[src/rtl/uart_rx_param.sv]
// rtl/uart_rx_param.sv - parametrised UART receiver with 3-sample majority vote
// Valid/ready output register, framing/parity/overrun reporting.
module uart_rx_param #(
    parameter int CLKS_PER_BIT = 16,
    parameter int DATA_BITS    = 8,
    parameter int PARITY       = 0,
    parameter int STOP_BITS    = 1
) (
    input  logic                 clk,
    input  logic                 reset,
    input  logic                 rx,
    output logic [DATA_BITS-1:0] o_data,
    output logic                 o_valid,
    input  logic                 i_ready,
    output logic                 o_frame_err,
    output logic                 o_parity_err,
    output logic                 o_overrun,
    output logic                 o_busy
);

    localparam int CW  = $clog2(CLKS_PER_BIT);
    localparam int MID = CLKS_PER_BIT / 2;
    localparam logic [CW-1:0] CNT_MAX  = CW'(CLKS_PER_BIT - 1);
    localparam logic [CW-1:0] SAMP_A   = CW'(MID - 1);
    localparam logic [CW-1:0] SAMP_B   = CW'(MID);
    localparam logic [CW-1:0] SAMP_C   = CW'(MID + 1);
    localparam logic [3:0]    LAST_BIT  = 4'(DATA_BITS - 1);
    localparam logic [3:0]    LAST_STOP = 4'(STOP_BITS - 1);

    localparam logic [2:0] ST_IDLE  = 3'd0;
    localparam logic [2:0] ST_START = 3'd1;
    localparam logic [2:0] ST_DATA  = 3'd2;
    localparam logic [2:0] ST_PAR   = 3'd3;
    localparam logic [2:0] ST_STOP  = 3'd4;
    localparam logic [2:0] ST_BREAK = 3'd5;

    logic                 rx_meta;
    logic                 srx;
    logic [2:0]           state;
    logic [CW-1:0]        cnt;
    logic [3:0]           idx;
    logic                 vote_a;
    logic                 vote_b;
    logic [DATA_BITS-1:0] shreg;
    logic                 par_err;
    logic                 frm_err;
    logic                 done;
    logic [DATA_BITS-1:0] done_data;
    logic                 done_fe;
    logic                 done_pe;

    logic voted;
    logic commit;
    logic par_exp;
    logic stop_fe;

    assign voted   = (vote_a & vote_b) | (vote_a & srx) | (vote_b & srx);
    assign commit  = (cnt == SAMP_C);
    assign par_exp = (PARITY == 1) ? ~^shreg : ^shreg;
    assign stop_fe = frm_err | ~voted;
    assign o_busy  = (state != ST_IDLE);

    always_ff @(posedge clk) begin
        if (reset) begin
            rx_meta      <= 1'b1;
            srx          <= 1'b1;
            state        <= ST_IDLE;
            cnt          <= '0;
            idx          <= '0;
            vote_a       <= 1'b0;
            vote_b       <= 1'b0;
            shreg        <= '0;
            par_err      <= 1'b0;
            frm_err      <= 1'b0;
            done         <= 1'b0;
            done_data    <= '0;
            done_fe      <= 1'b0;
            done_pe      <= 1'b0;
            o_data       <= '0;
            o_valid      <= 1'b0;
            o_frame_err  <= 1'b0;
            o_parity_err <= 1'b0;
            o_overrun    <= 1'b0;
        end else begin
            rx_meta   <= rx;
            srx       <= rx_meta;
            done      <= 1'b0;
            o_overrun <= 1'b0;

            if (state != ST_IDLE && state != ST_BREAK)
                cnt <= (cnt == CNT_MAX) ? '0 : cnt + 1'b1;
            if (cnt == SAMP_A) vote_a <= srx;
            if (cnt == SAMP_B) vote_b <= srx;

            case (state)
                ST_IDLE: begin
                    if (!srx) begin
                        state   <= ST_START;
                        cnt     <= '0;
                        idx     <= '0;
                        frm_err <= 1'b0;
                        par_err <= 1'b0;
                    end
                end
                ST_START: begin
                    if (commit) state <= voted ? ST_IDLE : ST_DATA;
                end
                ST_DATA: begin
                    if (commit) begin
                        shreg <= {voted, shreg[DATA_BITS-1:1]};
                        if (idx == LAST_BIT) begin
                            idx   <= '0;
                            state <= (PARITY != 0) ? ST_PAR : ST_STOP;
                        end else begin
                            idx <= idx + 1'b1;
                        end
                    end
                end
                ST_PAR: begin
                    if (commit) begin
                        par_err <= (voted != par_exp);
                        state   <= ST_STOP;
                    end
                end
                ST_STOP: begin
                    if (commit) begin
                        frm_err <= stop_fe;
                        if (idx == LAST_STOP) begin
                            idx       <= '0;
                            done      <= 1'b1;
                            done_data <= shreg;
                            done_fe   <= stop_fe;
                            done_pe   <= par_err;
                            // a zero word with a bad stop is a line break: hold until the line recovers
                            state     <= (stop_fe && shreg == '0) ? ST_BREAK : ST_IDLE;
                        end else begin
                            idx <= idx + 1'b1;
                        end
                    end
                end
                ST_BREAK: begin
                    if (srx) state <= ST_IDLE;
                end
                default: state <= ST_IDLE;
            endcase

            if (done) begin
                if (!o_valid || i_ready) begin
                    o_data       <= done_data;
                    o_frame_err  <= done_fe;
                    o_parity_err <= done_pe;
                    o_valid      <= 1'b1;
                end else begin
                    o_overrun <= 1'b1;
                end
            end else if (o_valid && i_ready) begin
                o_valid <= 1'b0;
            end
        end
    end

endmodule

[config.mk]
export PLATFORM = sky130hd
export DESIGN_NAME = uart_rx_param
export DESIGN_NICKNAME = d
export VERILOG_FILES = /design/src/rtl/uart_rx_param.sv
export SDC_FILE = /design/constraint.sdc
export NUM_CORES = 1
export LEC_CHECK = 0
export ABC_AREA = 1
export CAP_MARGIN = 30
export CORE_MARGIN = 2
export CORE_UTILIZATION = 40
export CTS_CLUSTER_SIZE = 16
export DETAILED_ROUTE_END_ITERATION = 8
export GPL_TIMING_DRIVEN = 0
export PLACE_DENSITY = 0.58
export SYNTH_ARGS = -nofsm -noshare
export SYNTH_HDL_FRONTEND = slang
export SYNTH_SLANG_ARGS = --single-unit
[constraint.sdc]
create_clock -name clk -period 3.15 [get_ports clk]
set_clock_uncertainty 0.15 [all_clocks]
set_input_delay 0.63 -clock clk [delete_from_list [all_inputs] [get_ports clk]]
set_output_delay 0.63 -clock clk [all_outputs]
set_load 0.01 [all_outputs]
# Word-level counts from Yosys, hierarchy flattened
# Index checks and enable logic that the tools add are counted.
classes:
  addsub: 2
  eq_ne: 21
  muxes: 31
  bitwise: 10
  reduce_logical: 24
op_table:
  columns: ["operator", "n"]
  rows:
  - ["4-bit 2-to-1 mux", 9]
  - ["3-bit 2-to-1 mux", 9]
  - ["3-bit one-hot mux with 6 select lines", 1]
  - ["2-bit != test (second input constant)", 8]
  - ["4-bit equality test (second input constant)", 3]
  - ["4-bit one-hot mux with 3 select lines", 1]
  - ["3-bit AND reduction", 3]
  - ["4-bit by 1-bit adder with 4-bit output (second input constant)", 2]
  - ["4-bit by 3-bit equality test with 1-bit output (second input constant)", 2]
  - ["8-bit logical NOT", 1]
  - ["1-bit 2-to-1 mux", 8]
  - ["8-bit AND reduction", 1]
  - ["8-bit parity", 1]
  - ["3-bit by 2-bit equality test with 1-bit output (second input constant)", 2]
  - ["3-bit equality test (second input constant)", 2]
  - ["2-bit AND reduction", 3]
  - ["2-bit nonzero test", 3]
  - ["3-bit nonzero test", 2]
  - ["4-bit logical NOT", 1]
  - ["1-bit NOT", 4]
  - ["1-bit one-hot mux with 2 select lines", 2]
  - ["4-bit AND reduction", 1]
  - ["1-bit bitwise AND", 3]
  - ["3-bit by 1-bit equality test with 1-bit output (second input constant)", 1]
  - ["other kinds (11)", 15]
word_totals:
  reg_bits: 48
  in_bits: 4
  out_inout_bits: 13
  elab_cells: 107

# Depth between registers and ports, before layout
logic_depth:
  depth_word: 10
  depth_mapped: 10
  ltp_nobuf: 10

# Worst setup path before layout
# Ideal clock, no wire load.
synth_timing:
  path_kind: "in2reg"
  start: "input port reset"
  end: "register done_data[3]"
  setup_ns: 0.070
  arrival_time_ns: 1.367
  t_required_ns: 2.930
  setup_slack_ns: 1.563
  path_stages: 5
  path_buffers: 2
  cell_sequence: "clkbuf_1 -> inv_1 -> clkbuf_1 -> o21ai_0 -> a21oi_1"
synth_rtl:
  columns: ["item", "line_no", "rtl"]
  rows:
  - ["start, declared", "10", "input logic reset,"]
  - ["end signal, assigned", "131", "done_data <= shreg;"]
  - ["end, declared", "48", "logic [DATA_BITS-1:0] done_data;"]

# Final worst setup path
layout_timing:
  start: "register state[2]"
  end: "output port o_busy"
layout_via:
  elab_chain_len: 1
layout_lines:
  columns: ["item", "line_no", "rtl"]
  rows:
  - ["start, declared", "39", "logic [2:0] state;"]
  - ["start signal, assigned", "106", "if (commit) state <= voted ? ST_IDLE : ST_DATA;"]
  - ["start signal, assigned", "113", "state <= (PARITY != 0) ? ST_PAR : ST_STOP;"]
  - ["start signal, assigned", "135", "state <= (stop_fe && shreg == '0) ? ST_BREAK : ST_IDLE;"]
  - ["3-bit nonzero test", "61", "assign o_busy = (state != ST_IDLE);"]
  - ["end, declared", "18", "output logic o_busy"]
# No other way between the ends.

==> results.py <==
metrics = {
    "pwr": {
        "p_leak_nw": 1.07,
        "ir_worst_vdd_mv": 0.252,
        "p_per_area_nw_per_um2": 581,
    },
    "worst_setup_path": {
        "required_ns": 2.37,
        "crit_arrival_ns": 1.51,
        "cp_slowest_cell": "clkdlybuf4s50_1",
        "cp_top_family": "buffers and inverters",
        "criticalPathCategory": "register to primary output",
        "crit_fanout": 9,
        "critical_path.max_stage_delay_ns": 0.54,
        "reg2regPathDepth": 9,
        "crit_path_end_kind": "primary output",
        "setup.worst_path.start_class": "register",
        "cp.buffers_inverters": 3,
        "cp.depth": 4,
        "crit_chain": "buf_4 -> inv_2 -> nand2_2 -> clkdlybuf4s50_1",
    },
    "yosys": {
        "synth_fa_ha_area_share_pct": 5.02,
        "synth_mux_area_share_pct": 0,
        "synth_nets": 307,
        "synth-xor-area-share_pct": 1.56,
        "avgSynthCellArea_um2": 7.63,
        "yosysWarnings": 0,
        "synthesis.area_um2": 2240,
        "synth.distinct_cells": 30,
        "synth_top_family_by_area": "simple AND/OR/NAND/NOR gates",
        "synth-compound-area-share_pct": 16.5,
        "ys_ff_latch": 48,
        "ys_async_sr_fraction_pct": 0,
        "synth_edf_count": 0,
        "seq_area_frac_synth_pct": 42.8,
        "synthCells": 294,
        "yosys.area_share.simple_pct": 25.7,
        "synthFlopType": "dfxtp_1",
    },
    "grt": {
        "grt_pass1_wl_mm": 7.74,
        "grt_max_degree": 15,
        "grt_overflow": 0,
        "track_usage_pct": 15.9,
        "grt_pass1_vias": 1733,
        "antenna_found_initial": 0,
    },
    "timing": {
        "maxSlewViolCount": 0,
        "max_freq_ghz": 0.437,
        "post-route-period-util_pct": 72.6,
        "setup_viol_count_final": 0,
        "rsz0062_at_grt": "false",
        "fin_crit_ns": 2.29,
        "setup_tns_ns": 0,
        "worstMarginPinSlew_ns": 0.439,
        "hold_viol_final": 0,
        "slew_headroom_pct": 70.8,
    },
    "layout": {
        "drive_gt1_share_pct": 10.4,
        "fill_cells": 567,
        "fin_cells": 388,
        "diodes": 0,
        "area_growth_pct": 14.3,
        "final_cell_mix": "48 x dfxtp_1, 43 x nand2_1, 40 x nor2_1, 33 x o21ai_0, 32 x a21oi_1",
        "layout.nets": 329,
        "final_common_cell": "dfxtp_1",
    },
    "detailed_routing": {
        "dr_total_vias": 1846,
        "ant_nets": 0,
        "drt-initial-drc-count": 60,
        "routedWlPerCell_um": 11.4,
        "drt-total-wl_mm": 4.43,
        "first_pass_iters": 5,
        "routed_via_density": 4.76,
        "drc": 0,
    },
    "cts": {
        "clkSlewWorstSetupHoldPaths_ns": 0.09,
        "cts-hold-fix-buffers": 0,
        "root_buffer": "clkbuf_8",
        "cts_buffers": 5,
        "cts-resized-gates": 0,
        "clockBufferDepth": 2,
        "cts_htree_levels": 2,
        "cts_tree": "yes",
        "cts_setup_buffers": 0,
        "insertion_delay_ns": 0.30,
        "clock_sinks": 48,
    },
    "floorplan": {
        "rows": 27,
        "coreArea_um2": 5470,
        "start_util_pct": 41.0,
        "io-pin-count": 17,
        "dieWidth_um": 78.9,
        "die_y_um": 78.9,
        "dieArea_um2": 6220,
    },
    "place": {
        "dp_cells": 381,
        "io_buffers": 15,
        "dp_hpwl_mm": 3.31,
        "place_congestion": 0.834,
    },
    "worst_hold_path": {
        "hold_path.class": "register to register",
        "min_path_cells": 1,
    },
    "flow_run": {
        "cap_violations": 0,
    },
    "run_status": {
        "status": "finished clean",
    },
}
cells in the mapped netlist, types with 3 or more instances:
cell type | instances | share of area (%)
inv_1 | 26 | 4.4
nand3_1 | 18 | 4.0
buf_4 | 3 | 1.0
inv_2 | 6 | 1.0
nor2_1 | 40 | 6.7
a21oi_1 | 32 | 7.1
ha_1 | 9 | 5.0
clkbuf_1 | 3 | 0.50
dfxtp_1 | 48 | 43
nor3_1 | 4 | 0.89
o21ai_0 | 33 | 7.4
nand3b_1 | 3 | 1.0
nand2_1 | 43 | 7.2
where the power goes:
| part | switching, mW | internal, mW | leakage, nW |
|---|---|---|---|
| combinational | 0.310 | 0.169 | 0.639 |
| sequential | 0.0183 | 0.636 | 0.388 |
| clock | 0.206 | 0.151 | 0.0400 |
state kept, by name, indices dropped and copies added (netlist names), 3 cells and up:
| name | flops |
|---|---|
| idx | 4 |
| done_data | 8 |
| state | 3 |
| shreg | 8 |
| cnt | 4 |
| o_data | 8 |
path summary, 6_finish.rpt:
kind | start | end | slack [ns]
worst max register to register | cnt[1] | done_fe | 1.47
worst max-delay path | state[2] | o_busy | 0.86
worst min-delay path | rx_meta | srx | 0.27
worst min register to register | rx_meta | srx | 0.27
layout make-up:
cell class,instances,area (um^2),share of cell area [%]
tap,72,90.1,3.51
multi-input combinational,203,1090,42.6
timing repair buffer,15,150,5.85
clock inverter,2,12.5,0.488
inverter,33,124,4.83
buffer,10,65.1,2.54
clock buffer,5,68.8,2.68
sequential,48,961,37.5
layer usage:
metal	vias up	share of wire, %	global-route usage [%]
met2	23	46	24.6
met1	817	49	20.6
met3	10	2.8	4.32
met4	0	2.3	7.59
li1	996	-	-
met5	-	0	0
kinds of logic (layout without fill, tap and decap cells):
logic type / Yosys count / after routing
simple gates: 120 / 120
buf+inv: 43 / 65
fa+ha+maj: 9 / 9
flops: 48 / 48
compound gates: 70 / 70
xor+xnor: 4 / 4
worst reg2reg max path, cell delays in order, from the launching register on:
cell and delay (ns):
dfxtp_1 0.32, inv_1 0.11, ha_1 0.21, nand3_4 0.16, nor2_4 0.14, inv_2 0.06
nor2_8 0.15, buf_6 0.17, o21ai_2 0.05, nor2_1 0.09
through the flow:
| stage | cell area, um^2 | hold slack, ns | utilization, % | power (mW) | setup slack, ns |
|---|---|---|---|---|---|
| after CTS | 2560 | 0.277 | 46.9 | 1.51 | 0.848 |
| after global placement | 2480 | 0.250 | 45.4 | 1.15 | 1.09 |
| after detailed placement | 2480 | 0.252 | 45.4 | 1.15 | 1.09 |
| after floorplan | 2240 | 0.239 | - | 1.05 | 1.56 |
| after global routing | 2560 | 0.289 | 46.9 | 1.60 | 0.788 |
| final | 2560 | 0.273 | 46.9 | 1.49 | 0.863 |
No activity file was read; power rests on OpenSTA's default activity.
